--- config.mk ---
export PLATFORM = sky130hd
export DESIGN_NAME = memory_reader
export DESIGN_NICKNAME = d
export VERILOG_FILES = /design/src/rtl/memory_reader_pkg.sv /design/src/rtl/memory_reader_btn_edge_sync.sv /design/src/rtl/memory_reader.sv
export SDC_FILE = /design/constraint.sdc
export NUM_CORES = 1
export LEC_CHECK = 0
export CELL_PAD_IN_SITES_DETAIL_PLACEMENT = 0
export CELL_PAD_IN_SITES_GLOBAL_PLACEMENT = 2
export CORE_AREA = 2 2 113 115
export CTS_CLUSTER_DIAMETER = 80
export CTS_CLUSTER_SIZE = 16
export DETAILED_ROUTE_END_ITERATION = 16
export DIE_AREA = 0 0 115 117
export GPL_TIMING_DRIVEN = 0
export PLACE_DENSITY_LB_ADDON = 0.05
export SYNTH_ARGS = -nofsm -noshare
export SYNTH_HDL_FRONTEND = slang
export SYNTH_SLANG_ARGS = --single-unit
--- constraint.sdc ---
create_clock -name clock -period 1.62 [get_ports clock]
set_input_delay 0.162 -clock clock [delete_from_list [all_inputs] [get_ports clock]]
set_output_delay 0.162 -clock clock [all_outputs]
set_load 0.02 [all_outputs]
--- src/rtl/memory_reader_pkg.sv ---
// Shared types and constants for the program-RAM read-back monitor.
// Latency: n/a (declarations only).
// Backpressure: n/a (declarations only).
package memory_reader_pkg;

   // Read sequencer states
   typedef enum logic [1:0] {
      ST_IDLE    = 2'd0,
      ST_ISSUE   = 2'd1,
      ST_WAIT    = 2'd2,
      ST_CAPTURE = 2'd3
   } state_t;

   // Auto-scan period on the board clock, and a short one for simulation
   localparam logic [23:0] SCAN_DIV_DEFAULT = 24'd5_000_000;
   localparam logic [23:0] SCAN_DIV_SIM     = 24'd8;

endpackage

--- src/rtl/memory_reader_btn_edge_sync.sv ---
// Two-flop synchronizer for an active-low button plus a one-clock falling-edge pulse.
// Latency: pulse appears 2 clocks after the level falls (sync depth), one pulse per press.
// Backpressure: none; the pulse is fire-and-forget, the consumer must latch it if busy.
// Ports: clock/reset (sync, active-high); btn_n raw async level; fall_pulse one-clock strobe.
module btn_edge_sync (
   input  logic clock,
   input  logic reset,
   input  logic btn_n,
   output logic fall_pulse
);

   logic sync_1;
   logic sync_2;
   logic sync_prev;

   // All flops reset high so a released button never looks like a press
   always_ff @(posedge clock) begin
      if (reset) begin
         sync_1    <= 1'b1;
         sync_2    <= 1'b1;
         sync_prev <= 1'b1;
      end else begin
         sync_1    <= btn_n;
         sync_2    <= sync_1;
         sync_prev <= sync_2;
      end
   end

   assign fall_pulse = sync_prev & ~sync_2;

endmodule

--- src/rtl/memory_reader.sv ---
// Walks program RAM one address per step (button or auto-scan), shows adrs/data, keeps a checksum.
// Latency: ISSUE, WAIT (RD_LAT clocks), CAPTURE; shown_* update at the end of CAPTURE.
// Backpressure: a step while busy is held as one pending request; further requests are dropped.
// Ports: clock/reset; step_btn (active-low raw), load/start_adrs, auto_en; RAM side adrs_out,
//        rd_en_out, q_in; monitor side shown_adrs, shown_data, valid_out, checksum_out, wrap_out.
module memory_reader
   import memory_reader_pkg::*;
#(
   parameter int          ADRS_W   = 8,
   parameter int          DATA_W   = 8,
   parameter int          RD_LAT   = 1,
   parameter logic [23:0] SCAN_DIV = SCAN_DIV_DEFAULT
) (
   input  logic              clock,
   input  logic              reset,
   input  logic              step_btn,
   input  logic              load,
   input  logic [ADRS_W-1:0] start_adrs,
   input  logic              auto_en,
   output logic [ADRS_W-1:0] adrs_out,
   output logic              rd_en_out,
   input  logic [DATA_W-1:0] q_in,
   output logic [ADRS_W-1:0] shown_adrs,
   output logic [DATA_W-1:0] shown_data,
   output logic              valid_out,
   output logic [DATA_W-1:0] checksum_out,
   output logic              wrap_out
);

   localparam logic [1:0] WAIT_INIT = 2'(RD_LAT - 1);

   state_t            state;
   state_t            state_nxt;
   logic [1:0]        wait_cnt;
   logic [ADRS_W-1:0] next_adrs;
   logic              pending;
   logic [23:0]       scan_cnt;
   logic              scan_tick;
   logic              btn_step;
   logic              step_req;

   btn_edge_sync u_btn (
      .clock      (clock),
      .reset      (reset),
      .btn_n      (step_btn),
      .fall_pulse (btn_step)
   );

   // Auto-scan divider: held at 0 whenever auto mode is off
   assign scan_tick = auto_en && (scan_cnt == SCAN_DIV - 24'd1);

   always_ff @(posedge clock) begin
      if (reset || !auto_en) begin
         scan_cnt <= '0;
      end else if (scan_tick) begin
         scan_cnt <= '0;
      end else begin
         scan_cnt <= scan_cnt + 24'd1;
      end
   end

   // load masks all step sources so a press during load cannot start a read
   assign step_req = (auto_en ? scan_tick : btn_step) & ~load;

   always_comb begin
      state_nxt = state;
      case (state)
         ST_IDLE:    if (step_req || pending) state_nxt = ST_ISSUE;
         ST_ISSUE:   state_nxt = ST_WAIT;
         ST_WAIT:    if (wait_cnt == 2'd0) state_nxt = ST_CAPTURE;
         ST_CAPTURE: state_nxt = ST_IDLE;
         default:    state_nxt = ST_IDLE;
      endcase
      if (load) state_nxt = ST_IDLE;
   end

   always_ff @(posedge clock) begin
      if (reset) begin
         state        <= ST_IDLE;
         wait_cnt     <= '0;
         next_adrs    <= '0;
         pending      <= 1'b0;
         adrs_out     <= '0;
         shown_adrs   <= '0;
         shown_data   <= '0;
         valid_out    <= 1'b0;
         checksum_out <= '0;
      end else if (load) begin
         state        <= ST_IDLE;
         next_adrs    <= start_adrs;
         pending      <= 1'b0;
         valid_out    <= 1'b0;
         checksum_out <= '0;
      end else begin
         state <= state_nxt;

         // IDLE consumes any pending step; elsewhere a step is remembered once
         if (state == ST_IDLE) begin
            pending <= 1'b0;
         end else if (step_req) begin
            pending <= 1'b1;
         end

         case (state)
            ST_ISSUE: begin
               adrs_out <= next_adrs;
               wait_cnt <= WAIT_INIT;
            end
            ST_WAIT: begin
               if (wait_cnt != 2'd0) wait_cnt <= wait_cnt - 2'd1;
            end
            ST_CAPTURE: begin
               shown_adrs   <= adrs_out;
               shown_data   <= q_in;
               valid_out    <= 1'b1;
               checksum_out <= checksum_out + q_in;
               // Natural modulo wrap takes the all-ones address back to 0
               next_adrs    <= adrs_out + 1'b1;
            end
            default: ;
         endcase
      end
   end

   assign rd_en_out = (state != ST_IDLE);
   assign wrap_out  = (state == ST_CAPTURE) && (adrs_out == '1) && !load;

endmodule

==> reports/metrics.cfg <==
[synthesis]
ys_ff_latch = 73
synth_cells = 402
synthMuxAreaShare_pct = 4.011
synth.cell_area_um2 = 3493
ys_async_sr_fraction_pct = 0
synth_nets = 438
synth_edf_count = 0
synth_xor_area_share_pct = 7.271
ys_seq_area_share_pct = 41.83
synthAdderAreaFrac_pct = 5.587
synth_top_family_by_area = simple AND/OR/NAND/NOR gates
synth_area_per_cell_um2 = 8.690
yosysWarnings = 0
synth-main-ff-cell = dfxtp_1
synth-simple-area-share_pct = 26.15
ys_types = 56
synth-compound-area-share_pct = 10.85

[cells_and_area]
syn2layout_area_growth_pct = 37.00
drive_above_1_share_pct = 21.04
design_area_um2 = 4786
final_cell_mix = nor2_1 (59), nand2_1 (50), dfxtp_1 (50), clkdlybuf4s50_1 (47), a21oi_1 (26)
nets = 511
n_antenna_cell = 0
final_common_cell = nor2_1

[global_routing]
grt_overflow = 0
grt_pass1_vias = 2985
grt_first_pass_wirelength_um = 15550
antenna_found_initial = 0
grt_usage_pct = 15.04
grt_max_degree = 17

[critical_path]
worst-path-max-fanout = 4
worstSetupPathType = flop to flop
start_kind = flop
crit_arrival_ns = 1.97
cp-end-kind = flop
required_ns = 1.89

[drt]
drt-total-wl_um = 9558
drt_iter0_markers = 130
drtAntennaViolNets = 0
wire_per_inst_um = 15.17
num_vias = 2985
via_per_inst = 4.738
drc = 0
firstDrtPassIters = 4

[timing]
fin_skew_ns = 0.007631
period_share_pct = 105.4
setup_ws_ns = -0.08725
hold_slack_ns = 0.2633
final.min_clock_period_ns = 1.707
relSlewSlack_pct = 65.81
max_freq_mhz = 585.7
rsz0062_at_grt = true
setup_viol = 3
fin_setup_tns_ns = -0.1647
slew_viol_final = 0
tightest_slew_ns = 0.5129
hold_viol_final = 0

[die]
placeableCoreArea_um2 = 12310
die_y_um = 117
placementRows = 41
ios = 56
die_w_um = 115
die-area_um2 = 13460
start_util_pct = 28.37

[clocking]
clk_pin_slew_ns = 0.06
clk_latency_ns = 0.34
cts.htree.levels = 3
cts-root-buf = clkbuf_16
cts_made_buffers = 9
cts.path.max_buffers = 2
cts.sinks = 73
cts_tree = built
cts_hold_buf = 0

[placed_design]
gp_congestion = 0.7681
io_buffers = 54
place_area_um2 = 4262
dp_hpwl_um = 6640

[hold_path]
hold_class = input pin to flop

[outcome]
failed_checks = negative setup slack
run_status = finished with violations

[pwr]
ir_worst_vdd_mv = 0.3764
p_per_area_nw_per_um2 = 820.9
power_mw = 3.929
p_leak_nw = 1.865

[flow_run]
maxCapViolations = 0

-- final timing paths --
check	endpoint	start	cells past startpoint	slack, ns
setup / recovery	pending	scan_cnt[16]	5	-0.09
hold / removal	shown_data[0]	q_in[0]	3	0.26
setup reg to reg	pending	scan_cnt[16]	5	-0.09
hold reg to reg	u_btn.sync_2	u_btn.sync_1	1	0.41
-- per-layer routing --
metal	vias to the layer above	wire [µm]	global-route usage, %
li1	1525	-	-
met1	1399	4657	19.62
met2	52	4320	23.61
met3	9	416	3.862
met4	0	164	6.506
met5	-	0	0
-- logic make-up after synthesis --
kind of cell | after synthesis
multiplexers | 14
buffers and inverters | 31
AND/OR/NAND/NOR | 183
adder cells (fa/ha/maj) | 15
flip-flops | 73
XOR/XNOR | 29
AO/OA/AOI/OAI | 57
-- critical path: stages (launching register included) --
cell     delay, ns
dfxtp_2       0.33
or4b_4        0.56
o41ai_4       0.44
buf_4         0.18
nor2_1        0.03
nor3_1        0.10
-- area by class of cell --
class	instances	area (µm²)
clock buffer	11	254.0
clock inverter	5	28.78
inverter	13	51.30
buffer	16	108.9
sequential	73	1508
fill	1276	7526
tap	150	187.7
multi-input combinational	298	2038
timing repair buffer	64	609.3
-- registers in the layout (all words and copies together) (netlist names) --
name             flops
u_btn.sync_2         1
next_adrs            8
valid_out            1
wait_cnt             2
state                2
shown_data           8
shown_adrs           8
adrs_out             8
u_btn.sync_prev      1
scan_cnt            24
u_btn.sync_1         1
pending              1
checksum_out         8
-- synthesized netlist by cell type, types with 2 or more instances --
master / count / area share (%)
dfxtp_1: 73 / 42
nor2_1: 60 / 6.4
nand2_1: 51 / 5.5
a21oi_1: 27 / 3.9
xor2_1: 20 / 5.0
ha_1: 14 / 5.0
mux2i_1: 14 / 4.0
nand3_1: 14 / 2.0
inv_1: 12 / 1.3
nor3_1: 10 / 1.4
xnor2_1: 9 / 2.3
clkbuf_1: 7 / 0.75
nand4_1: 7 / 1.3
and3_1: 6 / 1.1
buf_2: 6 / 0.86
a211oi_1: 5 / 1.1
nand2b_1: 5 / 0.90
or3_1: 5 / 0.90
or2_2: 4 / 0.72
nor2_2: 3 / 0.54
o21a_1: 3 / 0.64
o21ai_0: 3 / 0.43
a22oi_1: 2 / 0.43
and4_1: 2 / 0.50
buf_1: 2 / 0.21
buf_6: 2 / 0.64
nand4_4: 2 / 1.2
nor2b_1: 2 / 0.36
nor3b_1: 2 / 0.43
o2111ai_1: 2 / 0.50
o211ai_1: 2 / 0.43
o21bai_1: 2 / 0.43
-- timing repair --
item / in CTS / in global routing
endpoints found under the hold margin: 0 / 0
gates cloned: 0 / 0
resized for setup: 46 / 30
pin swaps: 10 / 13
endpoints found under the setup margin: 57 / 57
buffers inserted: 6 / 4
-- stage by stage --
stage | util (%) | instances | setup slack, ns
final | 38.87 | 630 | -0.08725
after global routing | 38.87 | 630 | -0.1768
after CTS | 37.86 | 626 | -0.01866
after detailed placement | 34.61 | 606 | -0.6313
after global placement | 34.61 | 606 | -0.6797
after floorplan | - | 402 | 0.002827
-- where the power goes --
part           switching (mW)  internal, mW  total (mW)
clock network           0.791          1.12        1.91
registers              0.0128          1.80        1.81
logic                   0.103        0.0980       0.201
total                   0.907          3.02        3.93
Note: power is estimated with default switching activity, not from simulation.
==> patch: new RTL, config.mk and constraints unchanged <==
The 4 states of `state_t` get a one-hot encoding in 4 bits.
--- a/src/rtl/memory_reader_pkg.sv
+++ b/src/rtl/memory_reader_pkg.sv
@@ -5,9 +5,9 @@
 
    // Read sequencer states
-   typedef enum logic [1:0] {
-      ST_IDLE    = 2'd0,
-      ST_ISSUE   = 2'd1,
-      ST_WAIT    = 2'd2,
-      ST_CAPTURE = 2'd3
+   typedef enum logic [3:0] {
+      ST_IDLE    = 4'b0001,
+      ST_ISSUE   = 4'b0010,
+      ST_WAIT    = 4'b0100,
+      ST_CAPTURE = 4'b1000
    } state_t;
 
Formal check against the unedited RTL: same outputs for any inputs over 10 cycles, from zero or initial values and one cycle with reset high; not proved beyond that.
==> patch against the unedited design <==
The flow still finishes with violations (setup timing). Power is 9.7% higher. Maximum frequency is 4.8% lower. Synthesized cell count is 2.2% lower. Setup slack worse by 85 ps. Hold slack better by 17 ps. Area after synthesis is 2.7% lower. Sequential cell count is 2 higher. Sequential power is 3% higher. Wire length is 1.5% higher. Count of clock-buffer cells in the layout is 1 higher. Die area stayed put. Cell area is 7.6% higher.
==> patch: results (changes against the unedited design) <==
Place
  – Detail Placement HPWL: 6.401 mm (-3.6%)
  – Pre-CTS WS: -899.1 ps (-267.8 ps)
  – Dpl cells: 597 (-1.5%)
  – Routability Congestion: 0.7439 (-3.2%)

Worst setup path
  – CP max stage cell: dfxtp_4
  – CP max stage delay: 350 ps (-210 ps)
  – Worst Path Max Fanout: 5 (+1)
  – Arr. time, crit path: 2020 ps (+50 ps)

Route
  – Drt total wl: 9.703 mm (+1.5%)

GRT
  – Number of global-route vias before repair: 2984 (-0.034%)
  – Total GRT Usage: 15.60% (+0.56 points)
  – Largest net degree at the start of global routing: 13 (-4)
  – First-pass GRT wire length: 15.77 mm (+1.4%)

Yosys
  – Synth cell types: 45 (-20%)
  – Mapped Cells: 393 (-2.2%)
  – Mapped Nets: 425 (-3.0%)
  – Sequential area share after synthesis: 44.17% (+2.3 points)

Pwr
  – Leakage: 1.986 nW (+6.5%)
  – Max rail drop VDD: 0.0004958 V (+32%)

Outcome
  – Outcome: finished, violations left
  – Failing checks: setup timing

STA
  – Setup tns final: -3731 ps (-3566 ps)
  – Max-slew headroom: 57.82% (-8.0 points)
  – Final worst slack: -172.6 ps (-85.31 ps)
  – Final setup violating endpoints: 27 (+24)
  – Clock Skew: 4.662 ps (-2.969 ps)

Finish
  – Layout cells sized above 1: 25.05% (+4.0 points)
  – Nets: 522 (+2.2%)
[patch: cell count changes in the layout (fill, tap and decap cells not counted), moves of 6 or more]
cell / change
a21oi_1: +6
buf_4: +15
dfxtp_1: +7
mux2i_1: -6
nand2_1: +9
[patch: logic make-up (layout without fill, tap and decap cells)]
logic type      after synthesis  count (layout)  synth area share (%)
buf+inv                      26             128                 3.754
simple gates                179             179                 26.43
xor+xnor                     32              32                 8.244
mux                           8               8                 2.356
compound gates               62              62                 10.78
fa+ha+maj                    11              11                 4.269
flops                        75              75                 44.17
[patch: metal layers]
layer / global-route usage, % / wire length, microns / share of wire [%] / vias to the layer above
met1: 19.08 / 4428 / 46 / 1381
met5: 0 / 0 / 0 / -
met4: 4.578 / 47 / 0.48 / 0
met3: 5.819 / 395 / 4.1 / 4
met2: 25.76 / 4832 / 50 / 43
li1: - / - / - / 1529
[patch: final cells by class]
cell class / count / area share, %
clock inverter: 4 / 1.410
clock buffer: 12 / 4.983
tap: 150 / 3.646
buffer: 16 / 2.455
timing repair buffer: 89 / 18.13
inverter: 7 / 0.5105
sequential: 75 / 29.95
multi-input combinational: 292 / 38.92
[patch: per-stage QoR]
stage / hold slack [ps] / instance area [sq um]
floorplan: 265.8 / 3455
global placement: 408.1 / 4183
detailed placement: 402.4 / 4183
CTS: 271.8 / 5047
global route: 288.9 / 5147
finish: 279.9 / 5147
[patch: worst register-to-register path, cell delays in order (launching register included)]
cell and delay (ps):
dfxtp_4 350, nor4b_4 250, nand4_1 210, nor4_4 300, or3b_1 190, buf_8 140, buf_12 110, buf_8 110
nor2_1 40
[patch: repair_timing]
action / in CTS / in global routing
pin swaps: 43 / 15
hold buffers: 0 / 0
setup buffers: 27 / 6
hold endpoints to repair: 0 / 0
resized for setup: 76 / 22
cloned: 3 / 0
setup endpoints to repair: 74 / 51
[patch: path summary, 6_finish.rpt]
check               startpoint             to  slack, ps  depth (start not counted)
setup / recovery  scan_cnt[15]    scan_cnt[3]       -170                          8
hold / removal         q_in[0]  shown_data[0]        280                          3
setup reg to reg  scan_cnt[15]    scan_cnt[3]       -170                          8
hold reg to reg   u_btn.sync_1   u_btn.sync_2        420                          1
[patch: power breakdown]
group          leakage (nW)  switching [mW]  total (mW)  internal (mW)
logic                  1.21           0.113       0.238          0.124
clock network         0.159           0.779        2.21           1.43
registers             0.617         0.00972        1.86           1.85
